<file path="config.mk">
export PLATFORM = sky130hd
export DESIGN_NAME = rand_delay
export DESIGN_NICKNAME = d
export VERILOG_FILES = /design/src/rtl/vc_rand_delay_pkg.sv /design/src/rtl/rand_delay_taus32.sv /design/src/rtl/rand_delay.sv
export SDC_FILE = /design/constraint.sdc
export NUM_CORES = 1
export LEC_CHECK = 0
export BUFFER_PORTS_ARGS = -buffer_cell sky130_fd_sc_hd__buf_2
export CAP_MARGIN = 10
export CORE_ASPECT_RATIO = 0.7
export CORE_UTILIZATION = 50
export DETAILED_ROUTE_END_ITERATION = 16
export GPL_TIMING_DRIVEN = 0
export PLACE_DENSITY = 0.8
export RECOVER_POWER = 100
export SLEW_MARGIN = 20
export SYNTH_ARGS = -nofsm -noshare
export SYNTH_HDL_FRONTEND = slang
export SYNTH_SLANG_ARGS = --single-unit
</file>
<file path="constraint.sdc">
create_clock -name clk -period 1.6 [get_ports clk]
set_input_delay 0.24 -clock clk [delete_from_list [all_inputs] [get_ports clk]]
set_output_delay 0.24 -clock clk [all_outputs]
set_load 0.02 [all_outputs]
</file>
<file path="src/rtl/vc_rand_delay_pkg.sv">
// Shared definitions for the rand_delay stall injector: FSM state
// encodings and the default generator seed.
package vc_rand_delay_pkg;

  typedef enum logic [1:0] {
    STATE_LOAD = 2'd0,
    STATE_WAIT = 2'd1,
    STATE_PASS = 2'd2
  } state_e;

  localparam logic [31:0] DEFAULT_SEED = 32'h0000_0001;

  // Clamp a raw delay draw to the configured ceiling.
  function automatic int unsigned clampDelay(input int unsigned raw,
                                             input int unsigned maxDelay);
    return (raw > maxDelay) ? maxDelay : raw;
  endfunction

endpackage

</file>
<file path="src/rtl/rand_delay_taus32.sv">
// 32-bit Tausworthe pseudo-random register. The state only advances when
// next_p is asserted, so every consumer draw sees a fresh value and idle
// cycles leave the sequence untouched.
module rand_delay_taus32 import vc_rand_delay_pkg::*; #(
  parameter logic [31:0] SEED = DEFAULT_SEED
) (
  input  logic        clk,
  input  logic        reset_n_p,
  input  logic        next_p,
  output logic [31:0] rand_np
);

  logic [31:0] rand_q;
  logic [31:0] rand_d;
  logic [31:0] mix;

  // Next generator value: xor-shift right by 17, then xor-shift left by 15.
  always_comb begin
    mix    = (rand_q >> 17) ^ rand_q;
    rand_d = (mix << 15) ^ mix;
  end

  // Generator state register; holds unless a draw is requested.
  always_ff @(posedge clk) begin
    if (!reset_n_p) begin
      rand_q <= SEED;
    end else if (next_p) begin
      rand_q <= rand_d;
    end
  end

  assign rand_np = rand_q;

endmodule

</file>
<file path="src/rtl/rand_delay.sv">
// Val/rdy stall injector. Each message waits a pseudo-random number of
// cycles (clamped to MAX_DELAY) before it is allowed through; the message
// itself is never stored, only the handshake is gated.
// Optional feature macro: VC_RAND_DELAY_PROTOCOL_CHECK_EN adds a sticky
// err_np output flagging upstream messages that change or vanish while
// stalled.
module rand_delay import vc_rand_delay_pkg::*; #(
  parameter int unsigned MSG_SZ    = 32,
  parameter int unsigned DELAY_SZ  = 4,
  parameter int unsigned MAX_DELAY = 5,
  parameter logic [31:0] SEED      = DEFAULT_SEED
) (
  input  logic              clk,
  input  logic              reset_n_p,
  input  logic [MSG_SZ-1:0] in_msg,
  input  logic              in_val,
  output logic              in_rdy,
  output logic [MSG_SZ-1:0] out_msg,
  output logic              out_val,
  input  logic              out_rdy
`ifdef VC_RAND_DELAY_PROTOCOL_CHECK_EN
  ,
  output logic              err_np
`endif
);

  localparam logic [DELAY_SZ-1:0] MaxDelayW = DELAY_SZ'(MAX_DELAY);
  localparam logic [DELAY_SZ-1:0] CountOne  = DELAY_SZ'(1);

  state_e              state_q;
  state_e              state_d;
  logic [DELAY_SZ-1:0] count_q;
  logic [DELAY_SZ-1:0] count_d;
  logic                drawNext;
  logic [31:0]         randVal;
  logic [DELAY_SZ-1:0] rawDelay;
  logic [DELAY_SZ-1:0] delay;
  logic                unused_randHigh;

  rand_delay_taus32 #(
    .SEED(SEED)
  ) u_taus (
    .clk      (clk),
    .reset_n_p(reset_n_p),
    .next_p   (drawNext),
    .rand_np  (randVal)
  );

  // Only the low DELAY_SZ generator bits form a draw; the rest are folded
  // into a sink so their absence from the datapath is explicit.
  assign unused_randHigh = ^(randVal >> DELAY_SZ);

  // Raw draw from the pre-advance generator value, clamped to the ceiling.
  always_comb begin
    rawDelay = randVal[DELAY_SZ-1:0];
    delay    = (rawDelay > MaxDelayW) ? MaxDelayW : rawDelay;
  end

  assign out_msg = in_msg;

  // Handshake gating and next-state logic; reset low forces the handshake idle.
  always_comb begin
    state_d  = state_q;
    count_d  = count_q;
    drawNext = 1'b0;
    out_val  = 1'b0;
    in_rdy   = 1'b0;
    if (reset_n_p) begin
      case (state_q)
        STATE_LOAD: begin
          if (in_val) begin
            drawNext = 1'b1;
            if (delay == '0) begin
              out_val = in_val;
              in_rdy  = out_rdy;
              if (!out_rdy) begin
                state_d = STATE_PASS;
              end
            end else begin
              count_d = delay;
              state_d = (delay == CountOne) ? STATE_PASS : STATE_WAIT;
            end
          end
        end
        STATE_WAIT: begin
          count_d = count_q - CountOne;
          if (count_d == CountOne) begin
            state_d = STATE_PASS;
          end
        end
        STATE_PASS: begin
          out_val = in_val;
          in_rdy  = out_rdy;
          if (in_val && out_rdy) begin
            state_d = STATE_LOAD;
          end
        end
        default: begin
          state_d = STATE_LOAD;
        end
      endcase
    end
  end

  // FSM state and delay counter registers.
  always_ff @(posedge clk) begin
    if (!reset_n_p) begin
      state_q <= STATE_LOAD;
      count_q <= '0;
    end else begin
      state_q <= state_d;
      count_q <= count_d;
    end
  end

`ifdef VC_RAND_DELAY_PROTOCOL_CHECK_EN
  logic              err_q;
  logic              err_d;
  logic              stall_q;
  logic [MSG_SZ-1:0] msg_q;

  // A stalled message must stay valid and stable until it is accepted.
  always_comb begin
    err_d = err_q | (stall_q & (~in_val | (in_msg != msg_q)));
  end

  // Remember last cycle's stall condition and message; error is sticky.
  always_ff @(posedge clk) begin
    if (!reset_n_p) begin
      err_q   <= 1'b0;
      stall_q <= 1'b0;
      msg_q   <= '0;
    end else begin
      err_q   <= err_d;
      stall_q <= in_val & ~in_rdy;
      msg_q   <= in_msg;
    end
  end

  assign err_np = err_q;
`endif

endmodule
</file>
==> metrics.csv <==
metric,value,unit
route.detailed.drc,0,
async_reset_ff_share,0,%
cpMaxStageDelayCell,dfxtp_4,
max_freq,0.5022,GHz
cts.sinks,38,
synth_warnings,0,
synth.most_common_cell,dfxtp_1,
synthCells,240,
switchingPower,549.4,µW
ios,70,
place_hpwl,2708,µm
critPathKind,register to primary output,
irDropWorstVdd,0.5592,mV
finalMaxSlewViolations,0,
root_buffer,clkbuf_8,
min_period_over_period,124.4,%
critical-path-top-delay-family,simple AND/OR/NAND/NOR gates,
antenna_found_initial,0,
grt_overflow,0,
regArea,770.7,µm²
firstDrtPassIters,4,
swShare,27.13,%
core_area,0.003970,mm²
worstPathRequired,1.36,ns
crit_arrival,1.75,ns
ctsHoldBuffers,0,
crit_buf_inv,1,
clk_latency,0.29,ns
initial_utilization,53.14,%
synth_top_cell_by_area,dfxtp_1,
num-fill-cells,347,
seqPwrFrac,48.7,%
comb_power_share,18.0,%
cts_tree,done,
hold_viol,0,
seq_area_frac_synth,36.06,%
drt_wl_total,4455,µm
die_h,56.35,µm
insertedDiodeCount,0,
holdPathStages,2,
place_congestion,0.7290,
finalNetCount,330,
grt_pass1_wl,6486,µm
syn-num-nets,278,
cp-start-kind,register,
multiInputGateArea,0.001090,mm²
total_power,2.025,mW
place_ws,-0.1623,ns
synthTopCellsByCount,"38 x dfxtp_1, 34 x buf_4, 32 x nand2_1, 32 x xor2_1, 23 x nor2_1",
die_x,79.64,µm
drive_above_1_share,27.30,%
cts_max_level,2,
vias_per_cell,4.800,
netlist_area,0.002110,mm²
grt_pass1_vias,1464,
cts_buffers,5,
grt_usage,18.59,%
power.density,785.9,mW/mm²
drtAntennaViolNets,0,
relSlewSlack,70.50,%
synth.avg_cell_area,8.790,µm²
hold_path_end,u_taus.rand_np[2],
leakagePower,1.141,nW
slowest_delay,0.36,ns
synth.area.top_cells,"dfxtp_1 36%, xor2_1 13%, buf_4 12%",
drtIter0Drc,59,
area_growth,22.12,%
rsz0062_at_grt,yes,
failed_checks,setup timing,
clk_pin_slew,0.08,ns
synth_top_cell_area_share,36.06,%
reg2reg_slack,-0.05,ns
p_clk_share,33.3,%
finClkSkew,0.009232,ns
rr_endpoint,count_q[1],
max_cap_violations,0,
min-delay-start,reset_n_p,
p_int,1.475,mW
cp-end-kind,primary output,
portBuffers,37,
hp-class,primary input to register,
utilization,64.89,%
ys_ff_latch,38,
synth_cell_types,33,
crit_fanout,3,
route.detailed.wl_per_inst,12.91,µm
outcome,"finished, violations left",
vias,1656,
dieArea,0.004487,mm²
tightest_slew,0.4424,ns
setup_viol,8,
row_count,19,
regToRegStartpoint,state_q[0],
clk_path_buf_depth,2,
grt_max_degree,12,
worstPathCellList,nor4_4 > and2_4 > a21oi_4 > nor4b_4 > buf_4,
synth_edf_count,0,
synthFlopType,dfxtp_1,
reg2reg_depth,8,
fin_ws,-0.3911,ns
period_needed,1.991,ns
[how the worst max path moves through the flow]
stage | cells past startpoint | start | to | slack (ns)
floorplan | 5 | state_q[0] | in_rdy | -0.03
global placement | 6 | state_q[0] | in_rdy | -0.10
detailed placement | 6 | state_q[0] | in_rdy | -0.16
CTS | 5 | state_q[1] | in_rdy | -0.33
global route | 6 | u_taus.rand_np[3] | in_rdy | -0.45
finish | 5 | state_q[1] | in_rdy | -0.39
[power by group through the flow]
stage / registers, mW / logic [mW] / clock network (mW)
after CTS: 0.985 / 0.343 / 0.686
after global routing: 0.987 / 0.389 / 0.720
after global placement: 1.01 / 0.328 / 0
after floorplan: 1.00 / 0.259 / 0
after detailed placement: 1.01 / 0.333 / 0
final: 0.986 / 0.364 / 0.675
[cells by family (layout without fill, tap and decap cells)]
| kind of cell | count (synthesis) | after routing | synth area share [%] |
|---|---|---|---|
| buffers and inverters | 49 | 102 | 15.78 |
| xor gates and xnor gates | 48 | 48 | 19.93 |
| and+or+nand+nor | 81 | 81 | 19.69 |
| DFF | 38 | 38 | 36.06 |
| AOI/OAI and AO/OA | 22 | 22 | 7.355 |
| adders and majority gates | 2 | 2 | 1.186 |
[registers in the layout (all words and copies together) (netlist names)]
register	count
u_taus.rand_np	32
count_q	4
state_q	2
[per-layer routing]
layer | global-route usage (%) | vias up | share of wire (%) | wire length (µm)
met1 | 24.12 | 783 | 45 | 2017
li1 | - | 828 | - | -
met2 | 29.43 | 36 | 49 | 2189
met4 | 6.753 | 0 | 1.9 | 85
met5 | 0 | - | 0 | 0
met3 | 5.041 | 9 | 3.7 | 163
[layout by cell type, fill, tap and decap left out, types with 2 or more instances in the layout]
master	instances
a21oi_1	6
xor2_1	32
and3_1	2
xnor2_1	15
buf_6	4
o21ai_0	2
nand2_1	31
a211oi_1	2
inv_1	5
dfxtp_1	34
dfxtp_2	2
a211o_1	2
dfxtp_4	2
nor2_1	23
buf_2	3
clkbuf_8	6
and2_1	14
clkbuf_1	37
buf_4	45
nor4b_4	2
[what timing repair did]
item	in CTS	in global routing
pin swaps	5	3
setup buffers	3	7
resized for setup	11	26
cloned	0	1
setup endpoints to repair	4	27
[area by class of cell]
cell class                 instances  area share (%)
clock inverter                     1          0.1943
tap                               52           2.525
timing repair buffer              48           9.034
sequential                        38           29.92
clock buffer                       7           3.351
buffer                            41           11.95
inverter                           5          0.7285
multi-input combinational        153           42.30
[per-stage QoR]
stage | cell area [µm²] | cells | TNS (ns) | hold WS [ns]
after global placement | 2377 | 329 | -0.1689 | 0.4715
after global routing | 2576 | 345 | -1.634 | 0.3031
after detailed placement | 2377 | 329 | -0.2592 | 0.4915
after floorplan | 2127 | 240 | -0.03482 | 0.3617
after CTS | 2492 | 337 | -0.6116 | 0.2876
final | 2576 | 345 | -0.8107 | 0.2916
No activity file was read; power rests on OpenSTA's default activity.
